File: src/rtl/alu_carry_combiner.sv
// Carry resolver for the 4-bit ALU slice: accepts h/g nibbles LSB first,
// ripples the carry across beats and presents sum, carry-out, zero and overflow.
module alu_carry_combiner #(
    parameter int unsigned NIBBLES = 4
) (
    input  logic                 clk,
    input  logic                 rst,
    input  logic                 in_valid,
    output logic                 in_ready,
    input  logic [3:0]           in_h,
    input  logic [3:0]           in_g,
    input  logic                 in_cin,
    input  logic                 abort,
    output logic                 out_valid,
    input  logic                 out_ready,
    output logic [4*NIBBLES-1:0] out_sum,
    output logic                 out_cout,
    output logic                 out_zero,
    output logic                 out_ovf
);

    localparam int unsigned W  = 4 * NIBBLES;
    localparam int unsigned CW = $clog2(NIBBLES + 1);

    typedef enum logic [1:0] {
        IDLE  = 2'd0,
        ACCUM = 2'd1,
        DONE  = 2'd2
    } state_t;

    state_t          state;
    logic [CW-1:0]   cnt;
    logic            carry;
    logic [W-1:0]    acc;

    logic [4:0]      c;
    logic [3:0]      s;
    logic [W-1:0]    acc_next;
    logic            last_beat;

    always_comb begin
        c        = '0;
        s        = '0;
        c[0]     = (cnt == '0) ? in_cin : carry;
        for (int unsigned i = 0; i < 4; i++) begin
            s[i]   = in_h[i] ^ c[i];
            c[i+1] = in_g[i] | (in_h[i] & c[i]);
        end
        acc_next = acc;
        acc_next[4*int'(cnt) +: 4] = s;
        last_beat = (cnt == CW'(NIBBLES - 1));
    end

    assign out_zero = (out_sum == '0);

    // Partial sums live in acc so out_* only change when a word completes.
    always_ff @(posedge clk) begin
        if (rst) begin
            state     <= IDLE;
            cnt       <= '0;
            carry     <= 1'b0;
            acc       <= '0;
            out_sum   <= '0;
            out_cout  <= 1'b0;
            out_ovf   <= 1'b0;
            out_valid <= 1'b0;
            in_ready  <= 1'b1;
        end else begin
            case (state)
                IDLE, ACCUM: begin
                    if (abort) begin
                        state <= IDLE;
                        cnt   <= '0;
                        carry <= 1'b0;
                    end else if (in_valid) begin
                        acc <= acc_next;
                        if (last_beat) begin
                            out_sum   <= acc_next;
                            out_cout  <= c[4];
                            out_ovf   <= c[4] ^ c[3];
                            out_valid <= 1'b1;
                            in_ready  <= 1'b0;
                            cnt       <= '0;
                            carry     <= 1'b0;
                            state     <= DONE;
                        end else begin
                            cnt   <= cnt + 1'b1;
                            carry <= c[4];
                            state <= ACCUM;
                        end
                    end
                end
                DONE: begin
                    if (out_ready) begin
                        out_valid <= 1'b0;
                        in_ready  <= 1'b1;
                        state     <= IDLE;
                    end
                end
                default: begin
                    state     <= IDLE;
                    cnt       <= '0;
                    carry     <= 1'b0;
                    out_valid <= 1'b0;
                    in_ready  <= 1'b1;
                end
            endcase
        end
    end

endmodule
File: config.mk
export PLATFORM = sky130hd
export DESIGN_NAME = alu_carry_combiner
export DESIGN_NICKNAME = d
export VERILOG_FILES = /design/src/rtl/alu_carry_combiner.sv
export SDC_FILE = /design/constraint.sdc
export NUM_CORES = 1
export LEC_CHECK = 0
export BUFFER_PORTS_ARGS = -buffer_cell sky130_fd_sc_hd__buf_2
export CELL_PAD_IN_SITES_DETAIL_PLACEMENT = 1
export CELL_PAD_IN_SITES_GLOBAL_PLACEMENT = 1
export CORE_MARGIN = 4
export CORE_UTILIZATION = 39
export CTS_BUF_LIST = sky130_fd_sc_hd__clkbuf_8
export DETAILED_ROUTE_END_ITERATION = 6
export PLACE_DENSITY_LB_ADDON = 0.1
export SLEW_MARGIN = 20
export SYNTH_ARGS = -nofsm -noshare
export SYNTH_HDL_FRONTEND = slang
export SYNTH_SLANG_ARGS = --single-unit
File: constraint.sdc
create_clock -name clk -period 3.5 [get_ports clk]
set_clock_uncertainty 0.05 [all_clocks]
set_input_delay 0.175 -clock clk [delete_from_list [all_inputs] [get_ports clk]]
set_output_delay 0.175 -clock clk [all_outputs]
set_load 0.05 [all_outputs]
==> results.md, run 1 <==
* Status: finished clean
* Max Clock Freq at 304 MHz
* Period utilisation layout at 0.939
* Antenna cell count at 0
* Worst-path clk slew at 0.08 ns
* DR pass1 iterations at 4
* Pint at 0.669 mW
* Synth area leader: dfxtp_1
* Vias per inst at 5.14
* Power density over the cells at 399 nW/µm²
* Core area at 4790 µm²
* Vias at 1,589
* IO Port Bufs at 34
* Most frequent CP cell: ha_1
* Die height at 78.8 µm
* Synth Flop Type: dfxtp_1
* Syn_nets at 232
* Distinct cells, synth at 36
* Die area at 6210 µm²
* Layout area overhead at 17.2%
* Synth top area cells: dfxtp_1, mux2i_1, nor2_1, a211oi_1, ha_1
* Fin area at 2290 µm²
* Synthesized area per cell at 9.26 µm²
* Critical path endpoint category: register
* RSZ-0062 raised after global routing: no
* Remaining DRCs at 0
* Fillers at 576
* Post-CTS setup buffers at 0
* Longest Clk Path Bufs at 2
* Largest net degree at the start of global routing at 43
* Hold Buf Count CTS at 0
* Clock share of power at 0.338
* Detail Route Antenna Nets at 0
* CTS tree: yes
* Initial Util at 0.408
* Clock sinks at 42
* Setup TNS at 0 ns
* Worst EP arrival at 3.44 ns
* Root buf cell: clkbuf_8
* Post-DP Area at 2160 µm²
* # IOs at 35
* GR Util All Layers at 0.171
* Layout Cells excl Fill at 309
* CTS H-tree lvls at 2
* Antenna violations before repair at 0
* Synth warn at 0
* Placed cell count at 301
* Die width at 78.8 µm
* NetSw at 0.244 mW
* Crit path time final at 3.29 ns
* Final GP Congestion at 0.760
* Seq cells post-synth at 42
* Leakage Power at 1.00 nW
* Post-synthesis sequential area ratio at 0.430
* Final setup vio count at 0
* Worst Hold Class: in -> reg
* Rel. slew slack at 0.483
* CP max-delay cell: dfxtp_1
* Crit path launch type: register
* Setup WS post-layout at 0.214 ns
* Pins Over Slew Limit at 0
* Clock Latency Late Sink at 0.29 ns
* Layout net count at 262
* Final hold vios at 0
* Req. time, crit path at 3.66 ns
* First-pass GRT wire length at 8280 µm
* Number of global-route vias before repair at 1,680
* Post-Syn Area at 1950 µm²
* # rows at 25
* Sw frac at 0.267
* Total of max-cap violations at 0
* Post-place setup slack at 0.00614 ns
* Layout cells sized above 1 at 0.240
* Layout Utilization at 0.479
* Routed WL per cell at 16.1 µm
* DRT iter0 DRCs at 38
* Total gr overflow at 0
* Synth top area share at 0.430
* Synth async-reset ratio at 0
* Synthesized instance count at 211
* Max FO, Critical Path at 6
* Drt total wl at 4980 µm
* EDFF count, synth at 0
* TritonCTS buffer count at 5
* Worst Max-Slew Pin Slew at 0.775 ns
* Worst path max stage delay at 0.34 ns
* WP buf/inv at 1
* Setup CP Type: reg -> reg
* Logic pwr share at 0.129
* DP HPWL at 3760 µm
* VDD IR max at 0.197 mV
* Critical-path cell list: inv_1, ha_1, ha_4, mux2_2, ha_1, or2_2, ha_1, or2_2, ha_1, or2_4, ha_4, nand2_1, nor2_1, a21oi_1, a211oi_1
* Sequential share of power at 0.532
* CP top delay family: adder cells
==> stage by stage <==
stage               power (mW)  hold slack, ns
global route             0.961           0.114
floorplan                0.573           0.239
CTS                      0.913          0.0826
detailed placement       0.607           0.401
global placement         0.602           0.389
finish                   0.914          0.0962
==> Yosys cell counts (all sizes together), types with 3 or more instances <==
master,count
or2,5
nand2,6
buf,7
a21oi,8
inv,6
a211oi,17
clkbuf,8
dfxtp,42
nor3,4
mux2i,30
ha,7
nor4,4
nor2,42
nand3,5
o21ai,3
==> worst reg2reg max path: stages, from the launching register on <==
cell and delay, ns:
dfxtp_1 0.34, inv_1 0.05, ha_1 0.23, ha_4 0.18, mux2_2 0.27, ha_1 0.17, or2_2 0.29, ha_1 0.17
or2_2 0.27, ha_1 0.18, or2_4 0.28, ha_4 0.30, nand2_1 0.07, nor2_1 0.10, a21oi_1 0.06, a211oi_1 0.20
==> cell usage in the layout (no fill, tap or decap), types with 2 or more instances in the layout <==
master    count
a211oi_1     16
a21oi_1       8
and2_1        2
buf_2        34
buf_4         4
clkbuf_8      5
dfxtp_1      42
ha_1          5
ha_4          2
inv_1         7
mux2i_1      30
nand2_1       6
nand3_1       5
nor2_1       41
nor2b_1       2
nor3_1        3
nor4_1        4
nor4bb_1      2
o21ai_0       2
or2_2         4
==> flip-flops by register name (all words and copies together) (netlist names) <==
register,flops
acc,16
carry,1
cnt,3
in_ready,1
out_cout,1
out_ovf,1
out_sum,16
out_valid,1
state,2
==> power groups by stage <==
stage | combinational [mW] | sequential [mW] | clock (mW)
after floorplan | 0.0737 | 0.499 | 0
after global placement | 0.105 | 0.497 | 0
after detailed placement | 0.109 | 0.498 | 0
after CTS | 0.112 | 0.486 | 0.315
after global routing | 0.130 | 0.487 | 0.343
final | 0.118 | 0.486 | 0.309
==> metal layers <==
metal	track usage	wire [µm]	share of wire
met5	0	0	0
met4	0.0490	59	0.012
met3	0.0499	185	0.037
met2	0.279	2290	0.46
met1	0.218	2440	0.49
==> cell type report <==
cell class / instances / area, µm² / share of cell area
clock buffers: 5 / 68.8 / 0.0300
flip-flops and latches: 42 / 841 / 0.367
inverters: 6 / 22.5 / 0.00983
clock inverters: 3 / 17.5 / 0.00765
well taps: 67 / 83.8 / 0.0366
repair buffers: 38 / 200 / 0.0874
multi-input cells: 148 / 1060 / 0.461
==> kinds of logic after synthesis <==
| kind of cell | count (synthesis) | synth area share |
|---|---|---|
| xor+xnor | 1 | 0.00448 |
| fa+ha+maj | 7 | 0.0448 |
| compound gates | 31 | 0.109 |
| simple gates | 78 | 0.202 |
| flops | 42 | 0.430 |
| mux | 31 | 0.159 |
| buf+inv | 21 | 0.0506 |
==> worst paths after layout <==
| check | endpoint | depth (start not counted) | slack, ns | start |
|---|---|---|---|---|
| setup / recovery | out_sum[7] | 15 | 0.21 | cnt[0] |
| hold / removal | state[0] | 2 | 0.1 | in_valid |
| setup reg to reg | out_sum[7] | 15 | 0.21 | cnt[0] |
| hold reg to reg | acc[12] | 2 | 0.42 | acc[12] |
==> repair_timing <==
action / in CTS / in global routing
pin swaps: 0 / 2
gates resized for setup: 1 / 6
cloned: 0 / 0
endpoints found under the setup margin: 2 / 4
(Power assumes the default switching activity.)
==> run 2: changes to the inputs <==
--- a/config.mk
+++ b/config.mk
@@ -12,7 +12,9 @@
 export CORE_UTILIZATION = 39
 export CTS_BUF_LIST = sky130_fd_sc_hd__clkbuf_8
 export DETAILED_ROUTE_END_ITERATION = 6
+export MAX_ROUTING_LAYER = met4
 export PLACE_DENSITY_LB_ADDON = 0.1
+export REMOVE_ABC_BUFFERS = 1
 export SLEW_MARGIN = 20
 export SYNTH_ARGS = -nofsm -noshare
 export SYNTH_HDL_FRONTEND = slang
==> run 2 against run 1 <==
Final cell count grew 0.32%. Sequential share of layout area shrank 0.23 points. Core utilization is 0.44 points higher. First-iteration DRC count rose by 95%. Via count up 0.94%. Final area rose by 0.93%. Register-to-register slack improved by 0.02 ns. Power grew 7.4%.
==> results.md, run 2 (synthesis gave the netlist of run 1 again) <==
* Pins Over Slew Limit at 0
* Total of max-cap violations at 0
* Initial Util at 0.408
* # rows at 25
* Crit path time final at 3.27 ns
* Post-DP Area at 2170 µm²
* Setup slack, reg-to-reg at 0.23 ns
* Die width at 78.8 µm
* GR Util All Layers at 0.179
* Period utilisation layout at 0.933
* Most common cell after layout, fill and taps aside: nor2_1
* Rel. slew slack at 0.482
* Min-delay src: in_valid
* Max Clock Freq at 306 MHz
* Layout area overhead at 18.3%
* CTS H-tree lvls at 2
* Most frequent cells in the layout: nor2_1, dfxtp_1, buf_2, mux2i_1, a211oi_1
* TritonCTS buffer count at 5
* Req. time, crit path at 3.61 ns
* Fin area at 2310 µm²
* Largest net degree at the start of global routing at 43
* Most frequent CP cell: ha_1
* Placed cell count at 302
* Power density over the cells at 424 nW/µm²
* Die area at 6210 µm²
* Clock Latency Late Sink at 0.29 ns
* Worst Hold Class: in -> reg
* Layout net count at 263
* Leakage Power at 1.00 nW
* Final GP Congestion at 0.782
* Final setup vio count at 0
* Layout Cells excl Fill at 310
* Number of global-route vias before repair at 1,662
* DRT iter0 DRCs at 74
* RSZ-0062 raised after global routing: no
* Register area at 843 µm²
* Worst Max-Slew Pin Slew at 0.777 ns
* Max FO, Critical Path at 5
* Worst-path clk slew at 0.08 ns
* Longest Clk Path Bufs at 2
* Routed WL per cell at 15.8 µm
* CTS tree: yes
* DP HPWL at 3580 µm
* CP max-delay cell: dfxtp_2
* Hold Buf Count CTS at 0
* Vias at 1,604
* IO Port Bufs at 34
* Worst path max stage delay at 0.33 ns
* Root buf cell: clkbuf_8
* Core area at 4790 µm²
* Drt total wl at 4910 µm
* Antenna violations before repair at 0
* Detail Route Antenna Nets at 0
* Critical path origin: cnt[0]
* Vias per inst at 5.17
* DR pass1 iterations at 4
* Total gr overflow at 0
* Critical R2R Launch: cnt[0]
* Critical path endpoint category: register
* Setup TNS at 0 ns
* Layout cells sized above 1 at 0.247
* Die height at 78.8 µm
* # IOs at 35
* Crit path launch type: register
* Fillers at 563
* Setup CP Type: reg -> reg
* Remaining DRCs at 0
* Biggest regs: acc: 16 flops, out_sum: 16 flops, cnt: 3 flops
* VDD IR max at 0.236 mV
* Antenna cell count at 0
* Multi-input combinational cell area at 1040 µm²
* Worst EP arrival at 3.38 ns
* Critical-path cell list: inv_1, ha_2, ha_4, mux2_2, ha_1, or2_2, ha_1, or2_2, ha_1, or2_4, ha_4, nor2_1, xnor2_1, mux2i_1, nor2_1
* First-pass GRT wire length at 8350 µm
* Clock sinks at 42
* Final hold vios at 0
* Status: finished clean
-- run 2: changes by cell type in the layout (fill, tap and decap cells not counted), sizes merged --
| cell | delta |
|---|---|
| clkinv | -2 |
| buf | +1 |
| bufinv | +1 |
| clkinvlp | +1 |
-- run 2: cell type report --
type / instances / share of cell area
clock buffer: 5 / 0.0298
timing repair buffer: 39 / 0.0898
inverter: 6 / 0.00974
sequential: 42 / 0.365
clock inverter: 3 / 0.0179
multi-input combinational: 148 / 0.452
tap: 67 / 0.0363
-- run 2: worst paths after layout --
check	to	cells past startpoint
max	out_ovf	15
min reg2reg	acc[12]	2
max reg2reg	out_ovf	15
min	state[0]	2
-- run 2: metrics by stage --
| step | hold WS [ns] | setup slack (ns) | total power [mW] | util |
|---|---|---|---|---|
| floorplan | 0.190 | 0.0701 | 0.565 | - |
| global placement | 0.387 | 0.153 | 0.603 | 0.453 |
| detailed placement | 0.396 | 0.0227 | 0.608 | 0.453 |
| CTS | 0.107 | 0.00736 | 0.987 | 0.476 |
| global route | 0.135 | 0.0260 | 1.03 | 0.483 |
| finish | 0.113 | 0.234 | 0.981 | 0.483 |
-- run 2: where the power goes --
part,switching [mW],internal (mW),total [mW]
clock network,0.170,0.210,0.380
logic,0.0670,0.0478,0.115
registers,0.00344,0.483,0.487
total,0.240,0.741,0.981
-- run 2: per-layer routing --
metal	routed length (µm)	share of wire	vias to the layer above	GRT usage
li1	-	-	799	-
met1	2350	0.48	767	0.222
met3	212	0.043	5	0.0317
met4	54	0.011	0	0.0682
met5	0	0	-	-
met2	2300	0.47	33	0.291
-- run 2: repair_timing --
action,4_1_cts,5_1_grt
setup endpoints to repair,0,10
setup buffers,0,0
resized for setup,0,7
-- run 2: worst max-delay path: cells and delay by family, from the launching register on --
| kind | cells | cell delay, ns |
|---|---|---|
| buffers and inverters | 1 | 0.06 |
| XOR/XNOR | 1 | 0.11 |
| flip-flops | 1 | 0.33 |
| adder cells (fa/ha/maj) | 6 | 1.01 |
| multiplexers | 2 | 0.47 |
| AND/OR/NAND/NOR | 5 | 1.10 |
